==> src/rtl/instr_encoder.sv <==
// instr_encoder: packs move/jump requests into IR bytes and queues them for fetch.
// Define INSTR_ENCODER_CHECK_EN to drop unimplemented-field requests and flag them on err.
module instr_encoder #(
  parameter int DEPTH = 4
) (
  input  logic                       clk,
  input  logic                       reset,
  input  logic                       req_valid,
  output logic                       req_ready,
  input  logic [2:0]                 req_dest,
  input  logic [2:0]                 req_src,
  input  logic                       req_sub,
  input  logic                       req_carry,
  input  logic [7:0]                 req_imm,
  output logic                       ir_valid,
  output logic [7:0]                 ir_data,
  input  logic                       ir_take,
  output logic [$clog2(DEPTH):0]     level,
  output logic                       err
);
  localparam int AW = $clog2(DEPTH);
  localparam logic [AW:0] room_lim = (AW+1)'(DEPTH - 2);
  logic [7:0] mem_q [DEPTH];
  logic [7:0] mem_d [DEPTH];
  logic [AW-1:0] wr_q, wr_d, rd_q, rd_d;
  logic [AW:0] cnt_q, cnt_d;
  logic err_q, err_d;
  logic accept, illegal, pop;
  logic [1:0] n_push;
  logic [7:0] op;
`ifdef INSTR_ENCODER_CHECK_EN
  assign illegal = (req_dest == 3'd7) || (req_src == 3'd1);
`else
  assign illegal = 1'b0;
`endif
  assign op = {req_carry, req_dest, req_sub, req_src};
  assign req_ready = cnt_q <= room_lim;
  assign accept = req_valid & req_ready;
  assign pop = ir_take & (cnt_q != '0);
  assign n_push = (accept && !illegal) ? ((req_src == 3'd0) ? 2'd2 : 2'd1) : 2'd0;
  assign ir_valid = cnt_q != '0;
  assign ir_data = ir_valid ? mem_q[rd_q] : 8'h00;
  assign level = cnt_q;
  assign err = err_q;
  always_comb begin
    mem_d = mem_q;
    if (n_push != 2'd0) mem_d[wr_q] = op;
    if (n_push == 2'd2) mem_d[wr_q + AW'(1)] = req_imm;
    wr_d = wr_q + AW'(n_push);
    rd_d = rd_q + AW'(pop);
    cnt_d = cnt_q + (AW+1)'(n_push) - (AW+1)'(pop);
    err_d = err_q | (accept & illegal);
  end
  always_ff @(posedge clk or posedge reset) begin
    if (reset) begin
      wr_q <= '0;
      rd_q <= '0;
      cnt_q <= '0;
      err_q <= 1'b0;
    end else begin
      wr_q <= wr_d;
      rd_q <= rd_d;
      cnt_q <= cnt_d;
      err_q <= err_d;
    end
  end
  // storage needs no reset: ir_data is masked while the queue is empty
  always_ff @(posedge clk) mem_q <= mem_d;
endmodule

==> config.mk <==
export PLATFORM = sky130hd
export DESIGN_NAME = instr_encoder
export DESIGN_NICKNAME = d
export VERILOG_FILES = /design/src/rtl/instr_encoder.sv
export SDC_FILE = /design/constraint.sdc
export NUM_CORES = 1
export LEC_CHECK = 0
export ABC_AREA = 1
export CORE_UTILIZATION = 45
export CTS_BUF_LIST = sky130_fd_sc_hd__clkbuf_4
export CTS_CLUSTER_SIZE = 24
export DETAILED_ROUTE_END_ITERATION = 7
export GPL_TIMING_DRIVEN = 0
export PLACE_DENSITY_LB_ADDON = 0.1
export SETUP_SLACK_MARGIN = 0.4
export SLEW_MARGIN = 25
export SYNTH_ARGS = -nofsm -noshare
export SYNTH_HDL_FRONTEND = slang
export SYNTH_SLANG_ARGS = --single-unit
==> constraint.sdc <==
create_clock -name clk -period 3.2 [get_ports clk]
set_clock_uncertainty 0.15 [all_clocks]
set_input_delay 0.64 -clock clk [delete_from_list [all_inputs] [get_ports clk]]
set_output_delay 0.64 -clock clk [all_outputs]
set_load 0.02 [all_outputs]
==> out/results.txt, run 1 <==
Clock sink count: 39
Distinct cells, synth: 28
Register area: 818 um2
Iter 0 DRT Violations: 187
Synth Cell Area: 2340 um2
Share of Yosys cell area claimed by the top area cell type: 27.4%
Synth area leaders: dfxtp_1, nand2_1, nand3_1
Clk buf depth: 2
Vias: 2362
Tightest Pin Transition: 0.550 ns
Sequential Power Share: 29.9%
DRC violations left: 0
Post-CTS Hold Buffers: 0
RSZ-0062 raised after global routing: false
CTS Buf Count: 5
Critical path class: flop to output port
H-Tree Depth: 2
Peak supply drop: 0.000470 V
Most used DFF post-synth: dfxtp_1
Status: finished clean
Max-slew headroom: 63.2%
Bufs and invs on worst path: 3
Hold Slack: 0.356 ns
Clock root buffer: clkbuf_4
Switching share of power: 47.1%
Inserted Diodes: 0
Die area: 5490 um2
All-Layer GR Usage: 28.8%
Multi-input gate area: 1270 um2
Commonest cells in the netlist: nand2_1, nand3_1, inv_1
Top cell by count, worst path: inv_1
Post-synth EDFFs: 0
Max cap viols: 0
Drt first pass iters: 4
Drt wl/cell: 16.0 um
HP Class: input pin to async pin
Period minus WS final: 2.70 ns
Placed Cells: 436
Max Clk Rate: 371 MHz
Worst-path clk slew: 0.12 ns
Crit path largest cell delay: 0.54 ns
Final std cells w/o fill: 449
Vias in the first global route: 2213
Initial antenna violation count: 0
Post-Syn Nets: 363
Worst path cell trace: nor2_1, inv_1, nor2_4, inv_1, clkdlybuf4s50_1
WP data required: 2.41 ns
Share of total power in the clock network: 11.9%
Endpoints failing setup: 0
Combinational power share: 58.3%
Slowest-stage cell, CP: clkdlybuf4s50_1
DRT Wirelength: 7170 um
CTS tree: yes
Yosys Warn Count: 0
Crit path DAT: 1.91 ns
Pwr per Cell Area: 1010 nW/um2
Syn Inst Count: 337
Filler cells: 483
CORE AREA: 4850 um2
Seq cells post-synth: 39
Starting Density: 48.3%
Core Util, Final: 59.3%
Post-synthesis sequential area ratio: 34.8%
Critical path endpoint category: output port
Largest fanout on the critical path: 10
Post-synth ARST share: 17.9%
Layout area overhead: 22.8%
Die width: 74.1 um
Count leader, synth: nand2_1
Mapped Avg Cell Area: 6.95 um2
Total gr overflow: 0
Fraction of layout cells with a size suffix above 1: 16.2%
P_leak: 0.00145 uW
Final hold violation count: 0
Critical path's top delay family: buffers and inverters
Reg2reg setup slack: 0.57 ns
Post-Place Worst Slack: -0.264 ns
Synth area leader: dfxtp_1
PortBufs: 32
Post-route ant nets: 0
Io pins: 34
Slew Viols, Final: 0
Largest net degree at the start of global routing: 13
Switch Pwr: 1370 uW
First-pass GRT wire length: 11400 um
Pint: 1530 uW
Worst-skew pair later-pin latency: 0.36 ns
Final Cycle Share: 84.3%
Final Wtd Congestion: 0.874
HPWL after DPL: 4800 um
DIE HEIGHT: 74.1 um
Via density: 5.26
Row cnt: 25
Final worst setup slack: 0.503 ns
Startpoint Class: flop
NumNets Final: 407
## stage by stage
step | total power, uW | area (um2) | TNS [ns]
after detailed placement | 2550 | 2750 | -0.264
final | 2900 | 2880 | 0
after global placement | 2510 | 2750 | -0.205
after global routing | 3130 | 2880 | 0
after CTS | 2870 | 2850 | 0
after floorplan | 1950 | 2340 | 0
## timing repair
action	4_1_cts	5_1_grt
pin swaps	1	4
gates resized for setup	22	23
setup buffers	0	5
setup endpoints to repair	10	9
## flip-flops by register name, indices dropped and copies added (netlist names)
| register | cells |
|---|---|
| wr_q | 2 |
| level | 3 |
| mem_q | 32 |
| rd_q | 2 |
## layer usage
layer	vias up	share of wire [%]	GRT usage [%]	wire length [um]
met3	9	7.7	5.15	554
met2	96	47	47.0	3390
li1	1173	-	-	-
met4	0	1.3	8.76	93
met5	-	0	0	0
met1	1084	44	38.7	3120
## path summary, 6_finish.rpt
path / endpoint / startpoint / cells after the start
max in group asynchronous: level[0]$_DFF_PP0_ / reset / 2
hold reg to reg: rd_q[0]$_DFF_PP0_ / rd_q[0]$_DFF_PP0_ / 1
min in group clk: rd_q[0]$_DFF_PP0_ / rd_q[0]$_DFF_PP0_ / 1
hold / removal: level[2]$_DFF_PP0_ / reset / 2
setup / recovery: ir_valid / level[1]$_DFF_PP0_ / 5
setup reg to reg: level[2]$_DFF_PP0_ / level[1]$_DFF_PP0_ / 12
## layout make-up
cell class | count | share of cell area, %
clock inverter | 3 | 1.35
multi-input combinational | 234 | 44.1
buffer | 14 | 4.00
tap | 67 | 2.92
timing repair buffer | 37 | 11.1
sequential | 39 | 28.5
clock buffer | 5 | 1.31
inverter | 50 | 6.70
## power by group through the flow
stage                     clock, uW  combinational [uW]  sequential [uW]
after floorplan                   0                1080              868
after global placement            0                1640              867
after detailed placement          0                1680              873
after CTS                       345                1660              865
after global routing            365                1880              889
final                           344                1690              866
## logic make-up (layout without fill, tap and decap cells)
family	after synthesis	count (layout)	share of synthesized area, %
flip-flops	39	39	34.8
adder cells (fa/ha/maj)	6	6	3.53
AND/OR/NAND/NOR	158	158	32.6
other	1	1	0.160
XOR/XNOR	5	5	1.87
buffers and inverters	64	109	12.3
AO/OA/AOI/OAI	64	64	14.6
## cell usage in the layout, fill, tap and decap left out, types with 2 or more instances in the layout
cell	netlist	layout
nor2_4	2	4
nand2_4	3	3
nand2_1	81	81
dfxtp_1	32	32
dfrtp_2	0	2
clkdlybuf4s50_1	0	23
a21oi_1	24	24
nor2_1	6	4
buf_2	5	3
buf_4	2	8
nand2_2	5	5
xor2_1	4	4
dfrtp_1	7	5
inv_1	46	42
inv_2	3	7
o21ai_1	3	3
clkbuf_2	0	9
clkbuf_4	0	6
nor2_8	2	2
dlygate4sd2_1	0	2
o21bai_1	8	8
buf_6	4	4
nand3_1	57	56
o21ai_0	28	28
ha_1	5	4
(Power assumes the default switching activity.)
==> run 2: changes to the inputs <==
Clock period 3.2 ns to 2.3 ns, I/O delays scaled along.
==> run 2 against run 1 <==
The flow now finishes with violations (negative setup slack). Sequential share of layout area down 2.1 points. Clock-buffer cell count up 1. Highest routed layer unchanged. Via count up 3.3%. Combinational power up 66%.
==> out/results.txt, run 2 (synthesis gave the netlist of run 1 again) <==
Largest net degree at the start of global routing: 11 (was 13)
Pwr per Cell Area: 1400 nW/um2 (was 1010 nW/um2)
Vias: 2439 (was 2362)
Critical path's top delay family: adder cells (was buffers and inverters)
HP Class: input pin to async pin (unchanged)
Row cnt: 25 (unchanged)
Fraction of layout cells with a size suffix above 1: 24.7% (was 16.2%)
Inserted Diodes: 0 (unchanged)
Power consumption: 4350 uW (was 2900 uW)
Largest register FFs: 32 (unchanged)
Final Cycle Share: 103%
All-Layer GR Usage: 28.8% (about the same)
Commonest non-fill, non-tap cells in the layout: nand2_1, nand3_1, inv_1 (unchanged)
Initial antenna violation count: 0 (unchanged)
Final Wtd Congestion: 0.937 (was 0.874)
Endpoints failing setup: 2 (was 0)
Crit path DAT: 2.47 ns (was 1.91 ns)
Clock sink count: 39 (unchanged)
Worst-path clk slew: 0.11 ns (was 0.12 ns)
Clk buf depth: 2 (unchanged)
WP data required: 2.39 ns (was 2.41 ns)
Max cap viols: 0 (unchanged)
Post-route ant nets: 0 (unchanged)
Final std cells w/o fill: 468 (was 449)
Clock root buffer: clkbuf_4 (unchanged)
CTS tree: yes (unchanged)
Drt wl/cell: 15.6 um (was 16.0 um)
First-pass GRT wire length: 11600 um (was 11400 um)
Core Util, Final: 64.2% (was 59.3%)
Layout area overhead: 33.0% (was 22.8%)
Worst path cell trace: nand2_4, nand3_4, buf_12, buf_8, nor2_4, inv_2, ha_4, inv_2, ha_4, fa_2, xnor2_2, xor2_1 (was nor2_1, inv_1, nor2_4, inv_1, clkdlybuf4s50_1)
Die width: 74.1 um (unchanged)
Placed Cells: 436 (unchanged)
Max Clk Rate: 420 MHz
Area after DPL: 2770 um2 (was 2750 um2)
Commonest non-fill, non-tap cell in the layout: nand2_1 (unchanged)
Critical path endpoint category: flop (was output port)
Worst-skew pair later-pin latency: 0.34 ns (was 0.36 ns)
RSZ-0062 raised after global routing: true (was false)
TNS Setup: -0.136 ns (was 0 ns)
DRC violations left: 0 (unchanged)
Final instance area: 3110 um2 (was 2880 um2)
Largest fanout on the critical path: 4 (was 10)
Via density: 5.21 (was 5.26)
Register area: 820 um2 (was 818 um2)
Failing checks: negative setup slack
H-Tree Depth: 2 (unchanged)
Final hold violation count: 0 (unchanged)
Total gr overflow: 0 (unchanged)
P_leak: 0.00157 uW (was 0.00145 uW)
Iter 0 DRT Violations: 236 (was 187)
Drt first pass iters: 5 (was 4)
Max-slew headroom: 60.7% (was 63.2%)
CTS Buf Count: 5 (unchanged)
DRT Wirelength: 7300 um (was 7170 um)
DIE HEIGHT: 74.1 um (unchanged)
NumNets Final: 428 (was 407)
Bufs and invs on worst path: 4 (was 3)
Starting Density: 48.3% (unchanged)
Io pins: 34 (unchanged)
Peak supply drop: 0.000553 V (was 0.000470 V)
Filler cells: 442 (was 483)
Vias in the first global route: 2307 (was 2213)
Crit path largest cell delay: 0.46 ns (was 0.54 ns)
Multi-input gate area: 1320 um2 (was 1270 um2)
Critical path class: flop to flop (was flop to output port)
Status: complete, but fails checks (was finished clean)
Slowest-stage cell, CP: dfrtp_2 (was clkdlybuf4s50_1)
Slew Viols, Final: 0 (unchanged)
HPWL after DPL: 4680 um (was 4800 um)
PortBufs: 32 (unchanged)
Startpoint Class: flop (unchanged)
Die area: 5490 um2 (unchanged)
Tightest Pin Transition: 0.588 ns (was 0.550 ns)
Final worst setup slack: -0.0785 ns (was 0.503 ns)
Period minus WS final: 2.38 ns
CORE AREA: 4850 um2 (unchanged)
Biggest register: mem_q (unchanged)
==> run 2: final timing paths <==
check,end,slack (ns),from,cells past startpoint
min in group clk,mem_q[0]$_DFF_P_,0.42,mem_q[0]$_DFF_P_,3
max reg2reg,level[2]$_DFF_PP0_,-0.08,level[1]$_DFF_PP0_,12
min reg2reg,mem_q[0]$_DFF_P_,0.42,mem_q[0]$_DFF_P_,3
max,level[2]$_DFF_PP0_,-0.08,level[1]$_DFF_PP0_,12
min,level[0]$_DFF_PP0_,0.21,reset,2
max in group asynchronous,level[2]$_DFF_PP0_,1.55,reset,2
==> run 2: stage by stage <==
stage	hold WS [ns]	setup WS, ns
final	0.213	-0.0785
after global placement	0.332	-0.669
after global routing	0.236	-0.141
after CTS	0.184	-0.0838
after detailed placement	0.338	-0.684
after floorplan	0.113	-0.130
==> run 2: report_power, final <==
group / switching (uW) / internal, uW
combinational: 1600 / 1200
sequential: 183 / 1020
clock: 222 / 121
==> run 2: timing repair <==
item                                    CTS  global route
cloned                                    1             0
pin swaps                                12             7
hold buffers                              0             0
setup buffers                            20             5
endpoints found under the setup margin   19            13
resized for setup                        93            11
==> run 2: worst reg2reg max path, stage by stage, from the launching register on <==
cell and delay, ns:
dfrtp_2 0.46, nand2_4 0.09, nand3_4 0.08, buf_12 0.14
buf_8 0.11, nor2_4 0.11, inv_2 0.05, ha_4 0.25
inv_2 0.04, ha_4 0.15, fa_2 0.35, xnor2_2 0.15
xor2_1 0.14
==> run 2: final cells by class <==
cell class	count	share of cell area [%]
buffer	14	4.58
clock buffer	6	1.45
inverter	50	6.35
multi-input combinational	234	42.5
tap	67	2.69
timing repair buffer	58	16.2
sequential	39	26.3
==> run 2: metal layers <==
| layer | global-route usage, % | share of wire [%] | routed length [um] |
|---|---|---|---|
| met1 | 38.8 | 46 | 3350 |
| met2 | 47.6 | 48 | 3470 |
| met3 | 4.20 | 5.0 | 366 |
| met4 | 9.19 | 1.5 | 113 |
| met5 | 0 | 0 | 0 |
